===== src/rtl/harmonic_mixer.sv =====
// rtl/harmonic_mixer.sv - time-multiplexed weighted harmonic mixer
// One signed MAC per clock over N_CH channels, then arithmetic shift and saturation.
module harmonic_mixer #(
  parameter int N_CH      = 8,
  parameter int SAMPLE_W  = 16,
  parameter int COEF_W    = 8,
  parameter int OUT_SHIFT = COEF_W
) (
  input  logic                       clk,
  input  logic                       reset_n,
  input  logic                       sample_valid,
  input  logic [N_CH*SAMPLE_W-1:0]   s_in,
  input  logic                       coef_we,
  input  logic [$clog2(N_CH)-1:0]    coef_addr,
  input  logic [COEF_W-1:0]          coef_data,
  output logic [SAMPLE_W-1:0]        sample_out,
  output logic                       sample_out_valid,
  output logic                       clip,
  output logic                       busy,
  output logic                       overrun
);
  localparam int CH_W   = $clog2(N_CH);
  localparam int PROD_W = SAMPLE_W + COEF_W + 1;
  localparam int ACC_W  = PROD_W + CH_W;

  localparam logic [1:0] IDLE  = 2'd0;
  localparam logic [1:0] ACCUM = 2'd1;
  localparam logic [1:0] DONE  = 2'd2;

  localparam logic signed [ACC_W-1:0] SAT_MAX = {{(ACC_W-SAMPLE_W+1){1'b0}}, {(SAMPLE_W-1){1'b1}}};
  localparam logic signed [ACC_W-1:0] SAT_MIN = {{(ACC_W-SAMPLE_W+1){1'b1}}, {(SAMPLE_W-1){1'b0}}};

  logic [1:0]                  state_q, state_d;
  logic signed [ACC_W-1:0]     acc_q, acc_d;
  logic [CH_W-1:0]             ch_q, ch_d;
  logic signed [SAMPLE_W-1:0]  s_lat_q [N_CH];
  logic signed [SAMPLE_W-1:0]  s_lat_d [N_CH];
  logic [COEF_W-1:0]           shadow_q [N_CH];
  logic [COEF_W-1:0]           shadow_d [N_CH];
  logic [COEF_W-1:0]           active_q [N_CH];
  logic [COEF_W-1:0]           active_d [N_CH];
  logic [SAMPLE_W-1:0]         out_q, out_d;
  logic                        valid_q, valid_d;
  logic                        clip_q, clip_d;
  logic                        overrun_q, overrun_d;

  logic signed [SAMPLE_W-1:0]  s_cur;
  logic signed [COEF_W:0]      w_cur;
  logic signed [PROD_W-1:0]    prod;
  logic signed [ACC_W-1:0]     acc_sum;
  logic signed [ACC_W-1:0]     shifted;
  logic [SAMPLE_W-1:0]         sat_val;
  logic                        sat_clip;

  // The final product is folded in combinationally so the result lands as DONE begins.
  always_comb begin
    s_cur   = s_lat_q[ch_q];
    w_cur   = $signed({1'b0, active_q[ch_q]});
    prod    = PROD_W'(s_cur) * PROD_W'(w_cur);
    acc_sum = acc_q + ACC_W'(prod);
    shifted = acc_sum >>> OUT_SHIFT;
    sat_val  = shifted[SAMPLE_W-1:0];
    sat_clip = 1'b0;
    if (shifted > SAT_MAX) begin
      sat_val  = {1'b0, {(SAMPLE_W-1){1'b1}}};
      sat_clip = 1'b1;
    end else if (shifted < SAT_MIN) begin
      sat_val  = {1'b1, {(SAMPLE_W-1){1'b0}}};
      sat_clip = 1'b1;
    end
  end

  always_comb begin
    state_d   = state_q;
    acc_d     = acc_q;
    ch_d      = ch_q;
    s_lat_d   = s_lat_q;
    shadow_d  = shadow_q;
    active_d  = active_q;
    out_d     = out_q;
    clip_d    = clip_q;
    valid_d   = 1'b0;
    overrun_d = overrun_q | (sample_valid && (state_q != IDLE));
    if (coef_we && (32'(coef_addr) < N_CH)) begin
      shadow_d[coef_addr] = coef_data;
    end
    case (state_q)
      IDLE: begin
        if (sample_valid) begin
          for (int k = 0; k < N_CH; k++) begin
            s_lat_d[k] = s_in[k*SAMPLE_W +: SAMPLE_W];
          end
          // shadow_d already carries a same-cycle weight write.
          active_d = shadow_d;
          acc_d    = '0;
          ch_d     = '0;
          state_d  = ACCUM;
        end
      end
      ACCUM: begin
        acc_d = acc_sum;
        ch_d  = ch_q + 1'b1;
        if (ch_q == CH_W'(N_CH-1)) begin
          ch_d    = '0;
          out_d   = sat_val;
          clip_d  = sat_clip;
          valid_d = 1'b1;
          state_d = DONE;
        end
      end
      DONE:    state_d = IDLE;
      default: state_d = IDLE;
    endcase
  end

  always_ff @(posedge clk or negedge reset_n) begin
    if (!reset_n) begin
      state_q   <= IDLE;
      acc_q     <= '0;
      ch_q      <= '0;
      out_q     <= '0;
      clip_q    <= 1'b0;
      valid_q   <= 1'b0;
      overrun_q <= 1'b0;
      for (int k = 0; k < N_CH; k++) begin
        s_lat_q[k]  <= '0;
        shadow_q[k] <= '0;
        active_q[k] <= '0;
      end
    end else begin
      state_q   <= state_d;
      acc_q     <= acc_d;
      ch_q      <= ch_d;
      out_q     <= out_d;
      clip_q    <= clip_d;
      valid_q   <= valid_d;
      overrun_q <= overrun_d;
      s_lat_q   <= s_lat_d;
      shadow_q  <= shadow_d;
      active_q  <= active_d;
    end
  end

  assign sample_out       = out_q;
  assign sample_out_valid = valid_q;
  assign clip             = clip_q;
  assign busy             = (state_q != IDLE);
  assign overrun          = overrun_q;

endmodule

===== config.mk =====
export PLATFORM = sky130hd
export DESIGN_NAME = harmonic_mixer
export DESIGN_NICKNAME = d
export VERILOG_FILES = /design/src/rtl/harmonic_mixer.sv
export SDC_FILE = /design/constraint.sdc
export NUM_CORES = 1
export LEC_CHECK = 0
export BUFFER_PORTS_ARGS = -buffer_cell sky130_fd_sc_hd__buf_4
export CAP_MARGIN = 40
export CORE_ASPECT_RATIO = 0.6
export CORE_UTILIZATION = 30
export CTS_CLUSTER_SIZE = 24
export DETAILED_ROUTE_END_ITERATION = 16
export GPL_TIMING_DRIVEN = 1
export MAX_ROUTING_LAYER = met4
export PLACE_DENSITY = 0.5
export SLEW_MARGIN = 20
export SYNTH_ARGS = -nofsm -noshare
export SYNTH_HDL_FRONTEND = slang
export SYNTH_SLANG_ARGS = --single-unit

===== constraint.sdc =====
create_clock -name clk -period 6.82 [get_ports clk]
set_input_delay 0.682 -clock clk [delete_from_list [all_inputs] [get_ports clk]]
set_output_delay 0.682 -clock clk [all_outputs]
set_load 0.01 [all_outputs]

# Word-level counts from Yosys, hierarchy flattened
# Index checks and enable logic that the tools add are counted.
[totals]
register_bits = 308
input_bits = 143
out_inout_bits = 20
elab_cells = 79
[op_classes]
addsub = 2
n_mul = 1
n_lt_le_gt_ge = 5
eq_ne = 4
n_mux = 24
bitwise_logic = 3
reduce_logical = 9
[op_table]
columns = ["op", "count"]
rows = [
  ["$bwmux W64", 1],
  ["$mux W16", 4],
  ["$mux W64", 1],
  ["$pmux W28 S2", 1],
  ["$bmux W16 S3", 1],
  ["$add A28 B25 Y28", 1],
  ["$mux W28", 1],
  ["$mul A16 B9 Y25", 1],
  ["$bmux W8 S3", 1],
  ["$demux W8 S3", 1],
  ["$mux W8", 3],
  ["$gt A20 B16 Y1 const B", 1],
  ["$lt A20 B16 Y1 const B", 1],
  ["$ge A4 B4 Y1 const B", 2],
  ["$not A3 Y4", 2],
  ["$reduce_and A2 Y1", 4],
  ["$mux W3", 2],
  ["$pmux W3 S2", 1],
  ["$lt A4 B1 Y1 const B", 1],
  ["$mux W1", 4],
  ["$mux W2", 2],
  ["$ne A2 B2 Y1 const B", 2],
  ["$pmux W2 S2", 1],
  ["$reduce_bool A2 Y1", 2],
  ["6 further kinds", 7],
]

# Depth between registers and ports, before layout
[depth]
depth_word = 9
depth_mapped = 29
ltp_nobuf = 24

# Worst setup path before layout
# OpenSTA, ideal clock, no wires.
[synth_timing]
path_type = "reg2reg"
from = "register ch_q[0]"
to = "register out_q[10], in the netlist sample_out[10]"
setup_ps = 131
arrival_time_ps = 7075
required_time_ps = 6689
path_slack_ps = -386
stages_incl_launch_ff = 26
n_path_buf = 5
cell_sequence = "dfrtp_1 -> clkbuf_1 -> buf_2 -> buf_2 -> mux4_2 -> mux2i_1 -> nor2_1 -> fa_1 -> fa_1 -> fa_1 -> fa_1 -> inv_1 -> fa_1 -> inv_1 -> ha_1 -> buf_6 -> a2111o_1 -> a31o_1 -> a31oi_2 -> nand2_1 -> o31ai_4 -> xor2_2 -> o211ai_2 -> o21ai_4 -> buf_6 -> o22ai_2"
[synth_between]
elab_chain_cells = 9
elab_cells_between_ends = 15
classes_between = "add/sub: 1; mul: 1; order compare: 2; eq/ne: 1; mux: 8; bitwise: 1; reduce/logical: 1"
[synth_lines]
columns = ["element", "line", "rtl"]
rows = [
  ["from (decl)", "35", "logic [CH_W-1:0] ch_q, ch_d;"],
  ["from (signal assigned)", "133", "ch_q <= ch_d;"],
  ["$not A3 Y4 (not written as such)", "57, 58", ""],
  ["$bmux W16 S3 / $bmux W8 S3 (equally long branches)", "57, 58", ""],
  ["$mux W16 (not written as such) / $mux W8 (equally long branches) (2 in series)", "57, 58", ""],
  ["$mul A16 B9 Y25", "59", "prod = PROD_W'(s_cur) * PROD_W'(w_cur);"],
  ["$add A28 B25 Y28", "60", "acc_sum = acc_q + ACC_W'(prod);"],
  ["$lt A20 B16 Y1", "67", "end else if (shifted < SAT_MIN) begin"],
  ["$mux W16", "67", ""],
  ["$mux W16", "64", "if (shifted > SAT_MAX) begin"],
  ["to (signal assigned)", "134", "out_q <= out_d;"],
  ["to (decl)", "42", "logic [SAMPLE_W-1:0] out_q, out_d;"],
]
# Several ways; a longest one is shown, not always the timed one. The select of a mux whose other input is x is not followed.
# A chain may end at the register's enable or synchronous reset.

# Worst setup path in the final report
[layout_timing]
from = "register ch_q[0]"
to = "register out_q[6], in the netlist sample_out[6]"
# The elaborated chain is that of the path after synthesis.

==> flow_summary.yaml <==
min_path:
  hp-class: "in -> async"
worst_setup_path:
  max_fanout_on_critical_path: 6
  r2r-start: "ch_q[0]"
  critPathKind: "reg -> reg"
  startpoint: "ch_q[0]"
  worst-endpoint-required_ns: 7.29
  critPathCaptureType: "flop"
  worstPathArrival_ns: 7.43
  cp_launch_type: "flop"
outcome:
  violations: "setup timing"
  outcome: "finished with violations"
grt:
  first_global_vias: 14619
  grt_start_max_net_pins: 214
  grt_pass1_wl_mm: 84.6
  total_track_usage_pct: 17.4
  grt_overflow_total: 0
  initial_antenna_violation_count: 0
yosys:
  post_synth_most_frequent_cells: "sky130_fd_sc_hd__nand2_1, sky130_fd_sc_hd__dfrtp_1, sky130_fd_sc_hd__inv_1, sky130_fd_sc_hd__fa_1, sky130_fd_sc_hd__nor2_1"
  synth_fp_nets: 2265
  synth_top_cells_by_area: "sky130_fd_sc_hd__dfrtp_1, sky130_fd_sc_hd__fa_1, sky130_fd_sc_hd__nand2_1"
  yosys.cell_count.top_type: "sky130_fd_sc_hd__nand2_1"
  post_synth.cell_area_avg_um2: 9.74
  syn-cell-area_um2: 18800
  yosysTopAreaCell: "sky130_fd_sc_hd__dfrtp_1"
  netlist_instances: 1931
  synth.yosys.warnings: 0
  synth_enable_flop_cells: 0
  synth_top_area_share_pct: 41.0
  synth_sequential_area_ratio_pct: 41.0
  synth_cell_types: 62
  yosys_most_used_dff: "sky130_fd_sc_hd__dfrtp_1"
  ys_async_sr_fraction_pct: 100
  ys_ff_latch: 308
clocking:
  clock_tree.root_cell: "sky130_fd_sc_hd__clkbuf_16"
  cts_hold_buf: 0
  numCtsBuffers: 31
  insertion_delay_ns: 0.61
  cts_sinks: 308
  tritoncts: "done"
  path_clk_slew_ns: 0.07
  clockBufferDepth: 3
  ctsHtreeMaxLevel: 1
sta:
  post_route_minimum_period_ns: 6.97
  rsz_0062_raised_after_global_routing: "true"
  hold-worst-slack_ns: 0.0620
  timing.final.hold_violations: 0
  max_freq_mhz: 144
  setup_tns_ns: -1.73
  worstMarginPinSlew_ns: 1.20
  setup-violations-final: 17
  max_slew_margin_vs_limit_pct: 20.1
  final_max_slew_viol_count: 0
  timing.clock.skew_ns: 0.0335
  finalCritPeriodShare_pct: 102
  layout_setup_ws_ns: -0.147
floorplan:
  initial_core_util_pct: 30.6
  row_count: 70
  fp.dieW_um: 325
  chipHeight_um: 196
  io-pin-count: 163
  die_area_um2: 63700
  core_area_um2: 61400
layout:
  post_route_cells_drive_above_1_share_pct: 27.9
  antenna_cells: 0
  nNetsFinal: 2529
  flow.area_growth_from_synthesis_pct: 26.7
  finish.cell_count_without_fillers: 3047
  layout.cell_area.non_filler_um2: 23800
placed_design:
  place.port_buffers: 162
  dpl.cell_count: 2961
  rd_place_congestion: 0.881
  postPlaceCellArea_um2: 22000
  place_hpwl_mm: 38.8
routing:
  route.detailed.drc: 0
  routed_wirelength_mm: 53.7
  route.detailed.wl_per_inst_um: 17.6
  drt_iter0_drc: 888
  drt-pass1-iter-count: 5
  drtAntennaViolNets: 0
  vias: 14104
  route.detailed.vias_per_inst: 4.63
job:
  timing.max_cap.violations: 0
cells in the final DEF, fill, tap and decap left out, types with 7 or more instances in the layout:
| master | count |
|---|---|
| sky130_fd_sc_hd__a21oi_1 | 10 |
| sky130_fd_sc_hd__nand2_1 | 648 |
| sky130_fd_sc_hd__ha_1 | 55 |
| sky130_fd_sc_hd__fa_1 | 121 |
| sky130_fd_sc_hd__nand2b_1 | 7 |
| sky130_fd_sc_hd__buf_6 | 24 |
| sky130_fd_sc_hd__o22ai_2 | 13 |
| sky130_fd_sc_hd__mux2i_2 | 7 |
| sky130_fd_sc_hd__mux2i_4 | 8 |
| sky130_fd_sc_hd__xnor2_1 | 11 |
| sky130_fd_sc_hd__a21o_1 | 21 |
| sky130_fd_sc_hd__buf_12 | 15 |
| sky130_fd_sc_hd__o21ai_1 | 18 |
| sky130_fd_sc_hd__clkbuf_16 | 35 |
| sky130_fd_sc_hd__o21ai_0 | 22 |
| sky130_fd_sc_hd__buf_4 | 273 |
| sky130_fd_sc_hd__nand2_2 | 7 |
| sky130_fd_sc_hd__mux4_2 | 48 |
| sky130_fd_sc_hd__clkbuf_8 | 11 |
| sky130_fd_sc_hd__inv_2 | 19 |
| sky130_fd_sc_hd__mux2_2 | 66 |
| sky130_fd_sc_hd__inv_1 | 194 |
| sky130_fd_sc_hd__fa_2 | 7 |
| sky130_fd_sc_hd__dfrtp_1 | 305 |
| sky130_fd_sc_hd__o31ai_1 | 17 |
| sky130_fd_sc_hd__nor2_1 | 90 |
| sky130_fd_sc_hd__nand3_1 | 12 |
| sky130_fd_sc_hd__nor2_2 | 9 |
layout make-up:
class                      count  area (um^2)
fill                        6077        37600
multi-input combinational   1323        10500
tap                          828         1040
inverter                     213          800
timing repair buffer         318         2760
clock buffer                  47          946
clock inverter                10         96.3
sequential                   308         7710
critical path: stages (launching register included):
cell and delay (ns):
sky130_fd_sc_hd__dfrtp_4 0.55, sky130_fd_sc_hd__clkbuf_16 0.21, sky130_fd_sc_hd__mux4_2 0.54, sky130_fd_sc_hd__mux2i_4 0.33, sky130_fd_sc_hd__nor2_1 0.12, sky130_fd_sc_hd__fa_1 0.57, sky130_fd_sc_hd__fa_1 0.45, sky130_fd_sc_hd__fa_1 0.52
sky130_fd_sc_hd__fa_1 0.56, sky130_fd_sc_hd__inv_2 0.04, sky130_fd_sc_hd__fa_1 0.47, sky130_fd_sc_hd__inv_1 0.04, sky130_fd_sc_hd__ha_1 0.30, sky130_fd_sc_hd__a2111o_1 0.42, sky130_fd_sc_hd__a31o_1 0.24, sky130_fd_sc_hd__a31oi_2 0.17
sky130_fd_sc_hd__a31oi_1 0.14, sky130_fd_sc_hd__o21ai_2 0.21, sky130_fd_sc_hd__and2_4 0.19, sky130_fd_sc_hd__o211ai_1 0.15, sky130_fd_sc_hd__a31oi_4 0.34, sky130_fd_sc_hd__clkbuf_16 0.22, sky130_fd_sc_hd__o22ai_2 0.05
flip-flops by register name, indices dropped and copies added, names as in the netlist:
| signal | count |
|---|---|
| active_q | 64 |
| sample_out | 16 |
| shadow_q | 64 |
| state_q | 2 |
| ch_q | 3 |
| acc_q | 28 |
| clip | 1 |
| s_lat_q | 128 |
| sample_out_valid | 1 |
| overrun | 1 |
per-stage QoR:
| step | setup slack [ns] | util (%) |
|---|---|---|
| final | -0.147 | 38.8 |
| after global routing | -0.350 | 38.8 |
| after floorplan | 0.00112 | - |
| after detailed placement | -0.288 | 35.8 |
| after global placement | -0.252 | 35.6 |
| after CTS | -0.0684 | 37.9 |
cells by family (layout without fill, tap and decap cells):
kind of cell / after synthesis / count (layout) / synth area share, %
AO/OA/AOI/OAI: 152 / 152 / 5.78
XOR/XNOR: 24 / 24 / 1.20
adder cells (fa/ha/maj): 191 / 191 / 17.8
buffers and inverters: 300 / 588 / 6.14
flip-flops: 308 / 308 / 41.0
multiplexers: 136 / 136 / 10.9
AND/OR/NAND/NOR: 820 / 820 / 17.2
path summary, 6_finish.rpt:
kind	slack, ns	to	cells after the start
min in group clk	0.26	s_lat_q[46]	3
hold / removal	0.06	shadow_q[56]	1
setup reg to reg	-0.15	sample_out[6]	22
hold reg to reg	0.47	s_lat_q[13]	2
max in group asynchronous	5.33	acc_q[10]	2
setup / recovery	-0.15	sample_out[6]	22
what timing repair did:
item | in CTS | in global routing
gates cloned | 1 | 4
setup endpoints to repair | 23 | 29
buffers inserted | 8 | 15
gates resized for setup | 36 | 79
pin swaps | 7 | 41
metal layers:
metal	global-route usage (%)	part of all wire, %	wire length, um	vias up
li1	-	-	-	6679
met1	27.0	54	28900	7119
met2	23.6	40	21400	262
met3	3.49	5.4	2900	44
met4	2.10	1.1	565	0
met5	-	0	0	-
Power is not shown: default switching activity piles up to over one toggle a cycle in this logic, so the estimate is an artifact.
